## config.mk

```make
export PLATFORM = sky130hd
export DESIGN_NAME = register_file
export DESIGN_NICKNAME = d
export VERILOG_FILES = /design/src/rtl/regfile_pkg.sv /design/src/rtl/regfile_rdport.sv /design/src/rtl/register_file.sv
export SDC_FILE = /design/constraint.sdc
export NUM_CORES = 2
export LEC_CHECK = 0
export CORE_MARGIN = 5
export CORE_UTILIZATION = 55
export CTS_CLUSTER_DIAMETER = 50
export DETAILED_ROUTE_END_ITERATION = 10
export PLACE_DENSITY = 0.71
export SLEW_MARGIN = 20
export SYNTH_ARGS = -nofsm -noshare
export SYNTH_HDL_FRONTEND = slang
export SYNTH_SLANG_ARGS = --single-unit
```

## constraint.sdc

```tcl
create_clock -name clk -period 2.3 [get_ports clk]
set_clock_uncertainty 0.1 [all_clocks]
set_input_delay 0.345 -clock clk [delete_from_list [all_inputs] [get_ports clk]]
set_output_delay 0.345 -clock clk [all_outputs]
set_load 0.02 [all_outputs]
```

## src/rtl/regfile_pkg.sv

```systemverilog
// Shared sizing and types for the register file.
// Used by register_file and regfile_rdport.
package regfile_pkg;
  localparam int XLEN       = 32;
  localparam int REG_ADDR_W = 5;
  localparam int NUM_REGS   = 32;

  typedef logic [REG_ADDR_W-1:0] reg_addr_t;
  typedef logic [XLEN-1:0]       reg_data_t;
endpackage

```

## src/rtl/regfile_rdport.sv

```systemverilog
// One combinational read port: x0 forced to zero, optional same-cycle write forwarding.
// Forwarding is compiled in only when REGFILE_BYPASS_EN is defined.
module regfile_rdport
  import regfile_pkg::*;
#(
  parameter int DATA_W = XLEN,
  parameter int ADDR_W = REG_ADDR_W
) (
  input  logic [(2**ADDR_W)-1:0][DATA_W-1:0] regs,
  input  logic [ADDR_W-1:0]                  raddr,
`ifdef REGFILE_BYPASS_EN
  input  logic                               resetn,
  input  logic                               regwrite,
  input  logic [ADDR_W-1:0]                  waddr,
  input  logic [DATA_W-1:0]                  wdata,
`endif
  output logic [DATA_W-1:0]                  rdata
);

  always_comb begin
    rdata = regs[raddr];
`ifdef REGFILE_BYPASS_EN
    // A pending reset wins over forwarding, matching what the edge will store.
    if (regwrite && !resetn && (waddr != '0) && (waddr == raddr))
      rdata = wdata;
`endif
    if (raddr == '0)
      rdata = '0;
  end

endmodule

```

## src/rtl/register_file.sv

```systemverilog
// Register file: NREGS x DATA_W storage, one write port, two read ports, x0 hardwired to zero.
// Define REGFILE_BYPASS_EN to forward same-cycle write data to the read ports.
module register_file
  import regfile_pkg::*;
#(
  parameter int DATA_W = XLEN,
  parameter int ADDR_W = REG_ADDR_W
) (
  input  logic              clk,
  input  logic              resetn,
  input  logic              regwrite,
  input  logic [ADDR_W-1:0] waddr,
  input  logic [DATA_W-1:0] wdata,
  input  logic [ADDR_W-1:0] raddr1,
  input  logic [ADDR_W-1:0] raddr2,
  output logic [DATA_W-1:0] rdata1,
  output logic [DATA_W-1:0] rdata2
);

  localparam int NREGS = 2**ADDR_W;

  logic [NREGS-1:0][DATA_W-1:0] regs;

  // resetn is active-high here: 1 clears everything and drops any concurrent write.
  always_ff @(posedge clk) begin
    if (resetn)
      regs <= '0;
    else if (regwrite && (waddr != '0))
      regs[waddr] <= wdata;
  end

  regfile_rdport #(.DATA_W(DATA_W), .ADDR_W(ADDR_W)) u_rdport1 (
    .regs     (regs),
    .raddr    (raddr1),
`ifdef REGFILE_BYPASS_EN
    .resetn   (resetn),
    .regwrite (regwrite),
    .waddr    (waddr),
    .wdata    (wdata),
`endif
    .rdata    (rdata1)
  );

  regfile_rdport #(.DATA_W(DATA_W), .ADDR_W(ADDR_W)) u_rdport2 (
    .regs     (regs),
    .raddr    (raddr2),
`ifdef REGFILE_BYPASS_EN
    .resetn   (resetn),
    .regwrite (regwrite),
    .waddr    (waddr),
    .wdata    (wdata),
`endif
    .rdata    (rdata2)
  );

endmodule

```

==> results.toml <==
[run_status]
status = "finished with violations"
violations = "negative setup slack"

[die]
io_pins = 114
die_h_um = 317
fp-row-count = 112
core_region_area_um2 = 93300
die_w_um = 317
die-area_um2 = 100000
initial_core_util_pct = 55.4

[setup_path]
timing.rr.end = "regs[492]"
reg2regPathDepth = 4
cp_slowest_cell = "mux4_2"
reg2reg_slack_ns = 1.34
crit_chain = "buf_4, mux4_2, mux2i_2, a221o_2, a31oi_4, buf_6"
cp-end-kind = "output port"
timing.rr.start = "regs[492]"
cp-start-kind = "flop"
crit_path_max_incr_delay_ns = 0.45
crit_buf_inv = 2
crit_end = "rdata1[16]"
cp_max_fo = 2
critPathArrivalTime_ns = 2.49
path_class = "flop to output port"
cp.required_ns = 1.86
crit_cells = 6
critPathLaunch = "regs[304]"
crit_family = "multiplexers"

[synthesis]
ys.flop_type = "dfxtp_1"
yosys-top-cells-count = "nand2_1, dfxtp_1, a21oi_1, mux4_2, clkbuf_1"
ys_types = 39
ys_seq_elements = 1024
async_flop_share_pct = 0
synth_edf_count = 0
synth_top_area_share_pct = 39.7
synthMuxAreaShare_pct = 23.9
netlist_instances = 5830
yosysMostFrequentCell = "nand2_1"
synth-adder-area-share_pct = 0
ys_seq_area_share_pct = 39.7
yosysTopAreaCell = "dfxtp_1"
synth_nets = 5880
post_synth_and_or_nand_nor_area_fraction_pct = 16.5
ys_warn_count = 0
synth_top_family_by_area = "multiplexers"
synth_compound_area_share_pct = 14.4
synth-xor-area-share_pct = 0
synth_area_um2 = 51700
synth_area_leaders = "dfxtp_1, mux4_2, nand2_1"
syn_avg_cell_area_um2 = 8.87

[cells_and_area]
n_fill_cell = 6486
reg_top3 = "regs x1024"
area_growth_pct = 30.2
num-nets-final = 6402
drive_above_1_share_pct = 32.8
instances_no_fill = 7711
largest_reg_flops = 1024
top_register = "regs"

[route]
routed_via_density = 6.75
vias = 52100
dr.pass1.iters = 8
drt-total-wl_um = 215000
drt_iter0_drc = 8393
antenna_left = 0
wire_per_inst_um = 27.9
drc = 0

[place]
gp_congestion = 0.994
place_ws_ns = -1.18
io_buffers = 113
post-dp-hpwl_um = 137000
numPlacedInstances = 7457

[clocking]
clockBufferDepth = 3
insertion_delay_ns = 0.71
htreeDepth = 3
cts_buffers = 120
cts_tree = "built"
cts.reportedPaths.clkPinSlew_ns = 0.07
cts_root_buffer = "clkbuf_16"
clkSinkCount = 1024

[run]
max_cap_viol_count = 0

[worst_hold_path]
hp-class = "flop to flop"
holdPathStages = 2
worstHoldStart = "regs[162]"

[timing]
fmax_ghz = 0.341
tightestPinTransition_ns = 0.977
hold_viol_final = 0
rsz0062_at_grt = "yes"
setup_viol_count_final = 64
slew_viol_final = 0
hold-worst-slack_ns = 0.365
max_slew_margin_pct = 34.8
finalCritPeriodShare_pct = 127
layout_setup_ws_ns = -0.631
layout_min_cycle_time_ns = 2.93

[grt]
grt_max_degree = 120
grt_pass1_vias = 51100
grt_remaining_overflow = 0
antenna_found_initial = 2
grt_pass1_wl_um = 315000
grtUsageTotal_pct = 41.5

[pwr]
powerDensity_nw_per_um2 = 643
p_leak_nw = 23.6
vdd_drop_max_v = 0.000605
## what timing repair did
action | CTS | global route
endpoints found under the hold margin | 18 | 0
setup buffers | 16 | 14
gates resized for setup | 615 | 160
pin swaps | 76 | 55
cloned | 5 | 1
hold buffers | 1 | 0
endpoints found under the setup margin | 64 | 64
## layout make-up
class                   instances  area [µm²]  share of cell area, %
inverters                       2        11.3                 0.0167
repair buffers               1020       10700                   15.9
well taps                    1254        1570                   2.33
multi-input cells            4184       30100                   44.7
clock buffers                 155        3350                   4.97
clock inverters                70         901                   1.34
flip-flops and latches       1024       20700                   30.8
diodes                          2        5.00                0.00744
## where the power goes
part | internal (mW) | switching, mW | leakage [nW]
registers | 17.9 | 0.0986 | 8.34
logic | 1.96 | 2.95 | 13.3
clock network | 12.1 | 8.28 | 2.01
## worst min-delay path by stage
stage	slack [ns]	to
after global routing	0.37	regs[81]
after floorplan	0.34	regs[130]
after detailed placement	0.36	regs[835]
after CTS	0.36	regs[566]
after global placement	0.35	regs[83]
final	0.36	regs[162]
## stage by stage
| stage | util, % | total power, mW | TNS (ns) | instance area [µm²] |
|---|---|---|---|---|
| after floorplan | - | 20.6 | -0.485 | 52100 |
| after global placement | 65.5 | 22.7 | -48.99 | 61200 |
| after detailed placement | 65.5 | 22.7 | -50.19 | 61200 |
| after CTS | 71.4 | 42.9 | -30.39 | 66700 |
| after global routing | 72.1 | 44.1 | -32.07 | 67300 |
| final | 72.1 | 43.3 | -31.46 | 67300 |
## placed cells by master, fill, tap and decap left out, types with 38 or more instances in the layout
cell / instances
clkbuf_16: 123
buf_4: 694
a22oi_1: 46
buf_12: 188
mux4_2: 448
mux2i_1: 167
dfxtp_2: 175
nand2_1: 2026
clkdlybuf4s50_1: 38
a21oi_1: 992
dfxtp_1: 849
buf_6: 77
nor2b_1: 60
## worst min-delay path: stages, from the launching register on
cell	delay, ns
dfxtp_2	0.32
nand2_1	0.05
a21oi_1	0.05
## cell families after synthesis
group           after synthesis
compound gates             1325
flops                      1024
simple gates               2185
buf+inv                     624
mux                         672
## metal layers
metal  track usage (%)  vias to the layer above  wire length, µm
met3              15.6                     1300            33400
met2              61.4                     4575            92300
li1                  -                    21500                -
met4              28.4                        2            17700
met1              50.5                    24700            71700
met5                 0                        -              147
Power figures use the tool's default switching activity.
